[src/rtl/ascon_decrypt_core.sv]
// ASCON-128 receive-side core: one permutation round per clock, sequencing
// init, AD absorption, ciphertext decryption, finalization and tag check.

module add_const (
    input  logic [3:0]       round_i,
    input  logic [4:0][63:0] state_i,
    output logic [4:0][63:0] state_o
);
    logic [3:0] rc_hi;

    always_comb begin
        rc_hi      = 4'hf - round_i;
        state_o    = state_i;
        state_o[2] = state_i[2] ^ {56'd0, rc_hi, round_i};
    end
endmodule

// One 5-bit S-box column; bit k of x_i/x_o belongs to state word xk.
module sbox_lane (
    input  logic [4:0] x_i,
    output logic [4:0] x_o
);
    logic [4:0] a;
    logic [4:0] b;

    always_comb begin
        a    = x_i;
        a[0] = x_i[0] ^ x_i[4];
        a[4] = x_i[4] ^ x_i[3];
        a[2] = x_i[2] ^ x_i[1];
        b[0] = a[0] ^ (~a[1] & a[2]);
        b[1] = a[1] ^ (~a[2] & a[3]);
        b[2] = a[2] ^ (~a[3] & a[4]);
        b[3] = a[3] ^ (~a[4] & a[0]);
        b[4] = a[4] ^ (~a[0] & a[1]);
        x_o[0] = b[0] ^ b[4];
        x_o[1] = b[1] ^ b[0];
        x_o[2] = ~b[2];
        x_o[3] = b[3] ^ b[2];
        x_o[4] = b[4];
    end
endmodule

module couche_substitution #(
    parameter int NUM_LANES = 64
) (
    input  logic [4:0][NUM_LANES-1:0] state_i,
    output logic [4:0][NUM_LANES-1:0] state_o
);
    logic [NUM_LANES-1:0][4:0] lane_in;
    logic [NUM_LANES-1:0][4:0] lane_out;

    // Transpose words into columns and back around the lane array.
    always_comb begin
        for (int j = 0; j < NUM_LANES; j++)
            for (int k = 0; k < 5; k++)
                lane_in[j][k] = state_i[k][j];
    end

    always_comb begin
        for (int k = 0; k < 5; k++)
            for (int j = 0; j < NUM_LANES; j++)
                state_o[k][j] = lane_out[j][k];
    end

    for (genvar j = 0; j < NUM_LANES; j++) begin : g_lane
        sbox_lane u_lane (
            .x_i (lane_in[j]),
            .x_o (lane_out[j])
        );
    end
endmodule

module couche_diffusion (
    input  logic [4:0][63:0] state_i,
    output logic [4:0][63:0] state_o
);
    function automatic logic [63:0] ror(input logic [63:0] x, input int unsigned n);
        return (x >> n) | (x << (64 - n));
    endfunction

    always_comb begin
        state_o[0] = state_i[0] ^ ror(state_i[0], 19) ^ ror(state_i[0], 28);
        state_o[1] = state_i[1] ^ ror(state_i[1], 61) ^ ror(state_i[1], 39);
        state_o[2] = state_i[2] ^ ror(state_i[2], 1)  ^ ror(state_i[2], 6);
        state_o[3] = state_i[3] ^ ror(state_i[3], 10) ^ ror(state_i[3], 17);
        state_o[4] = state_i[4] ^ ror(state_i[4], 7)  ^ ror(state_i[4], 41);
    end
endmodule

module ascon_decrypt_core #(
    parameter int NB_AD_BLOCKS = 1,
    parameter int NB_CT_BLOCKS = 4
) (
    input  logic         clock_i,
    input  logic         resetb_i,
    input  logic         start_i,
    input  logic [127:0] key_i,
    input  logic [127:0] nonce_i,
    input  logic [127:0] tag_i,
    input  logic [63:0]  data_i,
    input  logic         data_valid_i,
    output logic         data_ready_o,
    output logic [63:0]  plain_o,
    output logic         plain_valid_o,
    output logic [127:0] tag_o,
    output logic         tag_ok_o,
    output logic         done_o,
    output logic         busy_o
);
    localparam logic [63:0] IV      = 64'h80400c0600000000;
    localparam logic [3:0]  AD_LAST = 4'(NB_AD_BLOCKS);
    localparam logic [3:0]  CT_LAST = 4'(NB_CT_BLOCKS - 1);

    typedef enum logic [2:0] {
        S_IDLE, S_INIT, S_AD_WAIT, S_AD, S_CT_WAIT, S_CT, S_FINAL, S_DONE
    } state_t;

    state_t           fsm_q, fsm_d;
    logic [4:0][63:0] st_q;
    logic [127:0]     key_q, tag_q;
    logic [3:0]       rnd_q, rnd_d, blk_q, blk_d;
    logic             load, step, emit, fin;

    logic [4:0][63:0] rnd_in, s_ac, s_sub, rnd_out, post;
    logic [3:0]       rnd_idx;
    logic             ct_last, ad_last;

    // blk_q already counts the block being permuted while in S_AD.
    assign ct_last      = (blk_q == CT_LAST);
    assign ad_last      = (blk_q == AD_LAST);
    assign data_ready_o = (fsm_q == S_AD_WAIT) || (fsm_q == S_CT_WAIT);
    assign busy_o       = (fsm_q != S_IDLE);

    // Absorb/replace the rate word ahead of the round in the accept cycle.
    always_comb begin
        rnd_in  = st_q;
        rnd_idx = rnd_q;
        if (fsm_q == S_AD_WAIT) begin
            rnd_in[0] = st_q[0] ^ data_i;
            rnd_idx   = 4'd6;
        end else if (fsm_q == S_CT_WAIT) begin
            rnd_in[0] = data_i;
            rnd_idx   = 4'd6;
            if (ct_last) begin
                rnd_in[1] = st_q[1] ^ key_q[127:64];
                rnd_in[2] = st_q[2] ^ key_q[63:0];
                rnd_idx   = 4'd0;
            end
        end
    end

    add_const u_add_const (
        .round_i (rnd_idx),
        .state_i (rnd_in),
        .state_o (s_ac)
    );

    couche_substitution #(.NUM_LANES(64)) u_sub (
        .state_i (s_ac),
        .state_o (s_sub)
    );

    couche_diffusion u_dif (
        .state_i (s_sub),
        .state_o (rnd_out)
    );

    always_comb begin
        post = rnd_out;
        if (rnd_q == 4'd11) begin
            case (fsm_q)
                S_INIT: begin
                    post[3] = rnd_out[3] ^ key_q[127:64];
                    post[4] = rnd_out[4] ^ key_q[63:0];
                    if (NB_AD_BLOCKS == 0)
                        post[4][0] = ~post[4][0];
                end
                S_AD: begin
                    if (ad_last)
                        post[4][0] = ~rnd_out[4][0];
                end
                S_FINAL: begin
                    post[3] = rnd_out[3] ^ key_q[127:64];
                    post[4] = rnd_out[4] ^ key_q[63:0];
                end
                default: ;
            endcase
        end
    end

    always_ff @(posedge clock_i or negedge resetb_i) begin
        if (!resetb_i) fsm_q <= S_IDLE;
        else           fsm_q <= fsm_d;
    end

    always_comb begin
        fsm_d = fsm_q;
        rnd_d = rnd_q;
        blk_d = blk_q;
        load  = 1'b0;
        step  = 1'b0;
        emit  = 1'b0;
        fin   = 1'b0;
        case (fsm_q)
            S_IDLE: begin
                if (start_i) begin
                    load  = 1'b1;
                    rnd_d = 4'd0;
                    fsm_d = S_INIT;
                end
            end
            S_INIT: begin
                step  = 1'b1;
                rnd_d = rnd_q + 4'd1;
                if (rnd_q == 4'd11) begin
                    blk_d = 4'd0;
                    fsm_d = (NB_AD_BLOCKS == 0) ? S_CT_WAIT : S_AD_WAIT;
                end
            end
            S_AD_WAIT: begin
                if (data_valid_i) begin
                    step  = 1'b1;
                    rnd_d = 4'd7;
                    blk_d = blk_q + 4'd1;
                    fsm_d = S_AD;
                end
            end
            S_AD: begin
                step  = 1'b1;
                rnd_d = rnd_q + 4'd1;
                if (rnd_q == 4'd11) begin
                    if (ad_last) begin
                        blk_d = 4'd0;
                        fsm_d = S_CT_WAIT;
                    end else begin
                        fsm_d = S_AD_WAIT;
                    end
                end
            end
            S_CT_WAIT: begin
                if (data_valid_i) begin
                    step  = 1'b1;
                    emit  = 1'b1;
                    blk_d = blk_q + 4'd1;
                    if (ct_last) begin
                        rnd_d = 4'd1;
                        fsm_d = S_FINAL;
                    end else begin
                        rnd_d = 4'd7;
                        fsm_d = S_CT;
                    end
                end
            end
            S_CT: begin
                step  = 1'b1;
                rnd_d = rnd_q + 4'd1;
                if (rnd_q == 4'd11) fsm_d = S_CT_WAIT;
            end
            S_FINAL: begin
                step  = 1'b1;
                rnd_d = rnd_q + 4'd1;
                if (rnd_q == 4'd11) begin
                    fin   = 1'b1;
                    fsm_d = S_DONE;
                end
            end
            S_DONE:  fsm_d = S_IDLE;
            default: fsm_d = S_IDLE;
        endcase
    end

    // done_o and tag_ok_o land together, the cycle after DONE.
    always_ff @(posedge clock_i or negedge resetb_i) begin
        if (!resetb_i) begin
            st_q          <= '0;
            key_q         <= '0;
            tag_q         <= '0;
            rnd_q         <= '0;
            blk_q         <= '0;
            plain_o       <= '0;
            plain_valid_o <= 1'b0;
            tag_o         <= '0;
            tag_ok_o      <= 1'b0;
            done_o        <= 1'b0;
        end else begin
            rnd_q         <= rnd_d;
            blk_q         <= blk_d;
            plain_valid_o <= emit;
            done_o        <= (fsm_q == S_DONE);
            if (load) begin
                st_q[0]  <= IV;
                st_q[1]  <= key_i[127:64];
                st_q[2]  <= key_i[63:0];
                st_q[3]  <= nonce_i[127:64];
                st_q[4]  <= nonce_i[63:0];
                key_q    <= key_i;
                tag_q    <= tag_i;
                tag_o    <= '0;
                tag_ok_o <= 1'b0;
            end else if (step) begin
                st_q <= post;
            end
            if (emit)
                plain_o <= st_q[0] ^ data_i;
            if (fin)
                tag_o <= {post[3], post[4]};
            if (fsm_q == S_DONE)
                tag_ok_o <= (tag_o == tag_q);
        end
    end
endmodule

[config.mk]
export PLATFORM = sky130hd
export DESIGN_NAME = ascon_decrypt_core
export DESIGN_NICKNAME = d
export VERILOG_FILES = /design/src/rtl/ascon_decrypt_core.sv
export SDC_FILE = /design/constraint.sdc
export NUM_CORES = 2
export LEC_CHECK = 0
export CAP_MARGIN = 25
export CORE_UTILIZATION = 45
export DETAILED_ROUTE_END_ITERATION = 8
export PLACE_DENSITY = 0.7
export SLEW_MARGIN = 20
export SYNTH_ARGS = -nofsm -noshare
export SYNTH_HDL_FRONTEND = slang
export SYNTH_HIERARCHICAL = 1
export SYNTH_SLANG_ARGS = --single-unit
export TNS_END_PERCENT = 5
[constraint.sdc]
create_clock -name clock_i -period 4.4 [get_ports clock_i]
set_input_delay 0.44 -clock clock_i [delete_from_list [all_inputs] [get_ports clock_i]]
set_output_delay 0.44 -clock clock_i [all_outputs]
set_load 0.01 [all_outputs]
==> report_table.html <==
<table>
<tr><th>Metric</th><th>Value</th></tr>
<tr><th colspan="2">Logic synthesis</th></tr>
<tr><td>Number of register bits inferred by synthesis</td><td>782</td></tr>
<tr><td>Async set or reset register ratio after synthesis</td><td>100%</td></tr>
<tr><td>Combinational family with the most area after synthesis</td><td>XOR/XNOR gates</td></tr>
<tr><td>Adder-cell area share of the yosys netlist</td><td>4.04%</td></tr>
<tr><td>Xor/xnor cell area share of the yosys netlist</td><td>29.5%</td></tr>
<tr><td>Syn Nets</td><td>6599</td></tr>
<tr><td>Synthesized-area fraction occupied by ao, oa, aoi and oai cells</td><td>8.41%</td></tr>
<tr><td>Average instance area after synthesis</td><td>9.38 µm²</td></tr>
<tr><td>Sequential cell area fraction in the yosys report</td><td>34.7%</td></tr>
<tr><td>Share of synthesized cell area in and, or, nand and nor gates</td><td>13.2%</td></tr>
<tr><td>Leading cell types by total area after synthesis</td><td>sky130_fd_sc_hd__dfrtp_1 35%, sky130_fd_sc_hd__xor3_1 13%, sky130_fd_sc_hd__xnor2_1 9.8%</td></tr>
<tr><td>Yosys Warn Count</td><td>6</td></tr>
<tr><td>Share of Yosys cell area claimed by the top area cell type</td><td>34.7%</td></tr>
<tr><td>Fraction of synthesized area in multiplexers</td><td>2.31%</td></tr>
<tr><td>Cell area after technology mapping</td><td>0.0564 mm²</td></tr>
<tr><td>Post-synth cell types</td><td>47</td></tr>
<tr><td>EDFF count, synth</td><td>0</td></tr>
<tr><td>Cell taking the most area after synthesis</td><td>sky130_fd_sc_hd__dfrtp_1</td></tr>
<tr><td>Prevailing post-synth register cell</td><td>sky130_fd_sc_hd__dfrtp_1</td></tr>
<tr><td>Cell count after synthesis</td><td>6016</td></tr>
<tr><th colspan="2">Critical path</th></tr>
<tr><td>Count of buffering cells on the critical path with inverters included</td><td>2</td></tr>
<tr><td>Number of cells on the critical path</td><td>14</td></tr>
<tr><td>Reg2Reg Depth</td><td>14</td></tr>
<tr><td>Crit end category</td><td>flip-flop</td></tr>
<tr><td>Type of the setup path with the least slack</td><td>flip-flop to flip-flop</td></tr>
<tr><td>Source of the worst register-to-register timing path</td><td>fsm_q[2]</td></tr>
<tr><td>Arrival time at the worst endpoint</td><td>4810 ps</td></tr>
<tr><td>Worst path top cell family by delay</td><td>XOR/XNOR gates</td></tr>
<tr><td>Cell occurring most often along the worst timing path</td><td>sky130_fd_sc_hd__xor2_1</td></tr>
<tr><td>Largest driver fanout on the critical path</td><td>13</td></tr>
<tr><td>Critical path origin</td><td>fsm_q[2]</td></tr>
<tr><td>Critical-path cell list</td><td>nand2b_1, a21oi_4, buf_4, nand2_1, xor2_1, buf_4, xor2_1, nor2_1, xnor2_1, xor3_1, xor2_1, nand2_1, o21ai_0, a21oi_1</td></tr>
<tr><td>Data required time at the worst endpoint</td><td>4970 ps</td></tr>
<tr><td>Longest individual stage delay on the worst path</td><td>650 ps</td></tr>
<tr><td>Slowest stage cell on the critical path</td><td>sky130_fd_sc_hd__xor3_1</td></tr>
<tr><td>Worst Setup Start Kind</td><td>flip-flop</td></tr>
<tr><th colspan="2">Status</th></tr>
<tr><td>Result of the run</td><td>finished with violations</td></tr>
<tr><td>Failing checks</td><td>design-rule violations</td></tr>
<tr><th colspan="2">Placed design</th></tr>
<tr><td>Final estimated routing congestion in global placement</td><td>1.06</td></tr>
<tr><td># placed instances</td><td>8242</td></tr>
<tr><td>Dpl hpwl</td><td>204000 µm</td></tr>
<tr><td>Count of buffers from port buffering</td><td>648</td></tr>
<tr><th colspan="2">Die</th></tr>
<tr><td>Count of standard-cell rows</td><td>129</td></tr>
<tr><td>Starting density of the core</td><td>45.5%</td></tr>
<tr><td>Horizontal die dimension</td><td>356 µm</td></tr>
<tr><td>I/O pin cnt</td><td>649</td></tr>
<tr><td>Floorplan Core Area</td><td>0.124 mm²</td></tr>
<tr><td>Die extent in y</td><td>356 µm</td></tr>
<tr><td>Die Outline Area</td><td>0.127 mm²</td></tr>
<tr><th colspan="2">Global routing</th></tr>
<tr><td>Largest net degree at the start of global routing</td><td>158</td></tr>
<tr><td>Congestion Overflow GR</td><td>0</td></tr>
<tr><td>Number of antenna violations at the first check in global routing</td><td>19</td></tr>
<tr><td>Global Route Usage Sum</td><td>39.2%</td></tr>
<tr><td>Wire length of the first global-routing pass</td><td>346000 µm</td></tr>
<tr><td>Number of global-route vias before repair</td><td>45800</td></tr>
<tr><th colspan="2">Run</th></tr>
<tr><td>Max-cap viol count</td><td>0</td></tr>
<tr><th colspan="2">Clock tree</th></tr>
<tr><td>Insertion delay of the later-clocked pin in the worst-skew pair</td><td>720 ps</td></tr>
<tr><td>CTS Root Buffer Type</td><td>sky130_fd_sc_hd__clkbuf_16</td></tr>
<tr><td>Post-CTS setup buffers</td><td>0</td></tr>
<tr><td>H-tree depth</td><td>3</td></tr>
<tr><td>Worst-case clock buffer depth</td><td>3</td></tr>
<tr><td>Cts bufs inserted</td><td>94</td></tr>
<tr><td>TritonCTS clock tree</td><td>yes</td></tr>
<tr><td>Sinks on the clock net</td><td>782</td></tr>
<tr><td>Clock-pin slew on the worst setup and hold paths</td><td>60 ps</td></tr>
<tr><th colspan="2">Detailed routing</th></tr>
<tr><td>Vias</td><td>47700</td></tr>
<tr><td>Number of DRC violations after detailed routing</td><td>66</td></tr>
<tr><td>Via-per-instance ratio</td><td>5.65</td></tr>
<tr><td>TritonRoute pass-1 iters</td><td>9</td></tr>
<tr><td>Average wire per cell in the routed design</td><td>30.0 µm</td></tr>
<tr><td>Number of antenna-violating nets in the routed design</td><td>0</td></tr>
<tr><td>Final wirelength</td><td>253000 µm</td></tr>
<tr><td>Number of violations reported at the end of detailed-routing iteration 0</td><td>5633</td></tr>
<tr><th colspan="2">Timing</th></tr>
<tr><td>Unrepaired setup endpoints after global routing</td><td>no</td></tr>
<tr><td>Slew @ Worst Pin</td><td>1200 ps</td></tr>
<tr><td>Final setup violation count</td><td>0</td></tr>
<tr><td>Setup total negative slack</td><td>0 ps</td></tr>
<tr><td>Tcrit/Tclk final</td><td>96.4%</td></tr>
<tr><td>Clock period minus worst slack</td><td>4240 ps</td></tr>
<tr><td>Peak clock frequency supported by timing</td><td>236 MHz</td></tr>
<tr><td>Max_slew headroom</td><td>19.4%</td></tr>
<tr><td>Post-route clock skew</td><td>34.0 ps</td></tr>
<tr><td>Count of endpoints failing hold in the final timing report</td><td>0</td></tr>
<tr><td>Final Slew Violations</td><td>0</td></tr>
<tr><th colspan="2">Final layout</th></tr>
<tr><td>Final non-filler cell total</td><td>8436</td></tr>
<tr><td>Share of cells above drive strength 1</td><td>11.1%</td></tr>
<tr><td>Number of nets at the end of the flow</td><td>7287</td></tr>
<tr><td>Layout Area Growth over Synthesis</td><td>23.2%</td></tr>
<tr><td>Core utilization of the finished layout</td><td>56.0%</td></tr>
<tr><th colspan="2">Hold path</th></tr>
<tr><td>Worst hold stages</td><td>3</td></tr>
<tr><td>Worst min-delay path category</td><td>input port to flip-flop</td></tr>
<tr><td>Hold path start</td><td>tag_i[102]</td></tr>
</table>
## worst register-to-register path: stages, from the launching register on
cell                       delay (ps)
sky130_fd_sc_hd__dfrtp_1          460
sky130_fd_sc_hd__nand2b_1         230
sky130_fd_sc_hd__a21oi_4          490
sky130_fd_sc_hd__buf_4            250
sky130_fd_sc_hd__nand2_1           70
sky130_fd_sc_hd__xor2_1           160
sky130_fd_sc_hd__buf_4            170
sky130_fd_sc_hd__xor2_1           330
sky130_fd_sc_hd__nor2_1           100
sky130_fd_sc_hd__xnor2_1          520
sky130_fd_sc_hd__xor3_1           650
sky130_fd_sc_hd__xor2_1           320
sky130_fd_sc_hd__nand2_1          180
sky130_fd_sc_hd__o21ai_0          120
sky130_fd_sc_hd__a21oi_1           80
## kinds of logic after synthesis
logic type / Yosys count
mux: 130
fa+ha+maj: 195
simple gates: 1885
compound gates: 868
xor+xnor: 1346
buf+inv: 810
flops: 782
## area by class of cell
| class | instances | area (µm²) |
|---|---|---|
| clock buffer | 129 | 2740 |
| multi-input combinational | 4424 | 32500 |
| sequential | 782 | 19600 |
| clock inverter | 48 | 758 |
| timing repair buffer | 1201 | 11100 |
| fill | 11200 | 54600 |
| tap | 1637 | 2050 |
| inverter | 201 | 754 |
| antenna | 14 | 35.0 |
## flip-flops by register name, summed over array words and instances (netlist names)
signal         cells
blk_q              4
done_o             1
fsm_q              3
key_q            128
plain_o           64
plain_valid_o      1
rnd_in           128
rnd_q              4
st_q             192
tag_o            128
tag_ok_o           1
tag_q            128
## what timing repair did
item | in CTS | in global routing
endpoints found under the hold margin | 62 | 0
endpoints found under the setup margin | 0 | 12
hold buffers | 1 | 0
resized for setup | 0 | 6
## final timing paths
path,end,slack [ps]
worst min register to register,tag_q[104],500
worst max register to register,rnd_in[312],160
min in group asynchronous,plain_o[21],440
worst max-delay path,rnd_in[312],160
max in group asynchronous,rnd_in[281],2660
worst min-delay path,tag_q[102],250
## per-stage QoR
step | hold slack [ps] | setup WS [ps] | cell area (µm²)
finish | 250 | 157 | 69500
global route | 259 | 2.29 | 69500
CTS | 222 | 26.9 | 69400
detailed placement | 483 | 46.0 | 65900
global placement | 479 | 2.92 | 65900
floorplan | 144 | 843 | 56400
## cells in the mapped netlist, types with 2 or more instances
| master | count |
|---|---|
| sky130_fd_sc_hd__nor2b_1 | 6 |
| sky130_fd_sc_hd__a31o_2 | 2 |
| sky130_fd_sc_hd__nor4_1 | 8 |
| sky130_fd_sc_hd__nor3b_1 | 3 |
| sky130_fd_sc_hd__o22ai_1 | 3 |
| sky130_fd_sc_hd__nor3_1 | 4 |
| sky130_fd_sc_hd__a31oi_1 | 2 |
| sky130_fd_sc_hd__maj3_1 | 64 |
| sky130_fd_sc_hd__o211ai_1 | 127 |
| sky130_fd_sc_hd__a21oi_1 | 256 |
| sky130_fd_sc_hd__xor3_4 | 12 |
| sky130_fd_sc_hd__buf_2 | 151 |
| sky130_fd_sc_hd__o21ai_1 | 121 |
| sky130_fd_sc_hd__nand2b_1 | 4 |
| sky130_fd_sc_hd__or3_1 | 2 |
| sky130_fd_sc_hd__and3_1 | 3 |
| sky130_fd_sc_hd__and3b_1 | 2 |
| sky130_fd_sc_hd__xor3_1 | 308 |
| sky130_fd_sc_hd__o2bb2ai_1 | 2 |
| sky130_fd_sc_hd__a22o_1 | 3 |
| sky130_fd_sc_hd__nand2_1 | 1353 |
| sky130_fd_sc_hd__xor2_1 | 394 |
| sky130_fd_sc_hd__o21ai_0 | 341 |
| sky130_fd_sc_hd__a21o_1 | 2 |
| sky130_fd_sc_hd__mux2i_1 | 130 |
| sky130_fd_sc_hd__nor2_1 | 330 |
| sky130_fd_sc_hd__dfrtp_1 | 782 |
| sky130_fd_sc_hd__buf_4 | 333 |
| sky130_fd_sc_hd__clkbuf_1 | 112 |
| sky130_fd_sc_hd__ha_1 | 131 |
| sky130_fd_sc_hd__buf_1 | 13 |
| sky130_fd_sc_hd__nand4_1 | 30 |
| sky130_fd_sc_hd__nand3_1 | 137 |
| sky130_fd_sc_hd__inv_1 | 201 |
| sky130_fd_sc_hd__xnor2_1 | 632 |
## per-layer routing
| metal | routed length (µm) | global-route usage, % | up-vias |
|---|---|---|---|
| met1 | 97900 | 50.9 | 23900 |
| met2 | 112000 | 59.5 | 2490 |
| li1 | - | - | 20800 |
| met3 | 24400 | 8.82 | 537 |
| met4 | 18700 | 23.9 | 10 |
| met5 | 111 | 0.370 | - |
## cells in the final DEF (no fill, tap or decap), drive strengths merged, types with 4 or more instances in the layout
cell and n:
a21oi 256, buf 551, bufinv 17, clkbuf 131
clkdlybuf4s50 647, clkinv 20, clkinvlp 7, dfrtp 782
diode 14, ha 131, inv 205, maj3 64
mux2i 130, nand2 1353, nand2b 4, nand3 137
nand4 30, nor2 330, nor2b 6, nor3 4
nor3b 4, nor4 8, o211ai 127, o21ai 462
xnor2 632, xor2 394, xor3 320
Power is not shown: default switching activity piles up to over one toggle a cycle in this logic, so the estimate is an artifact.
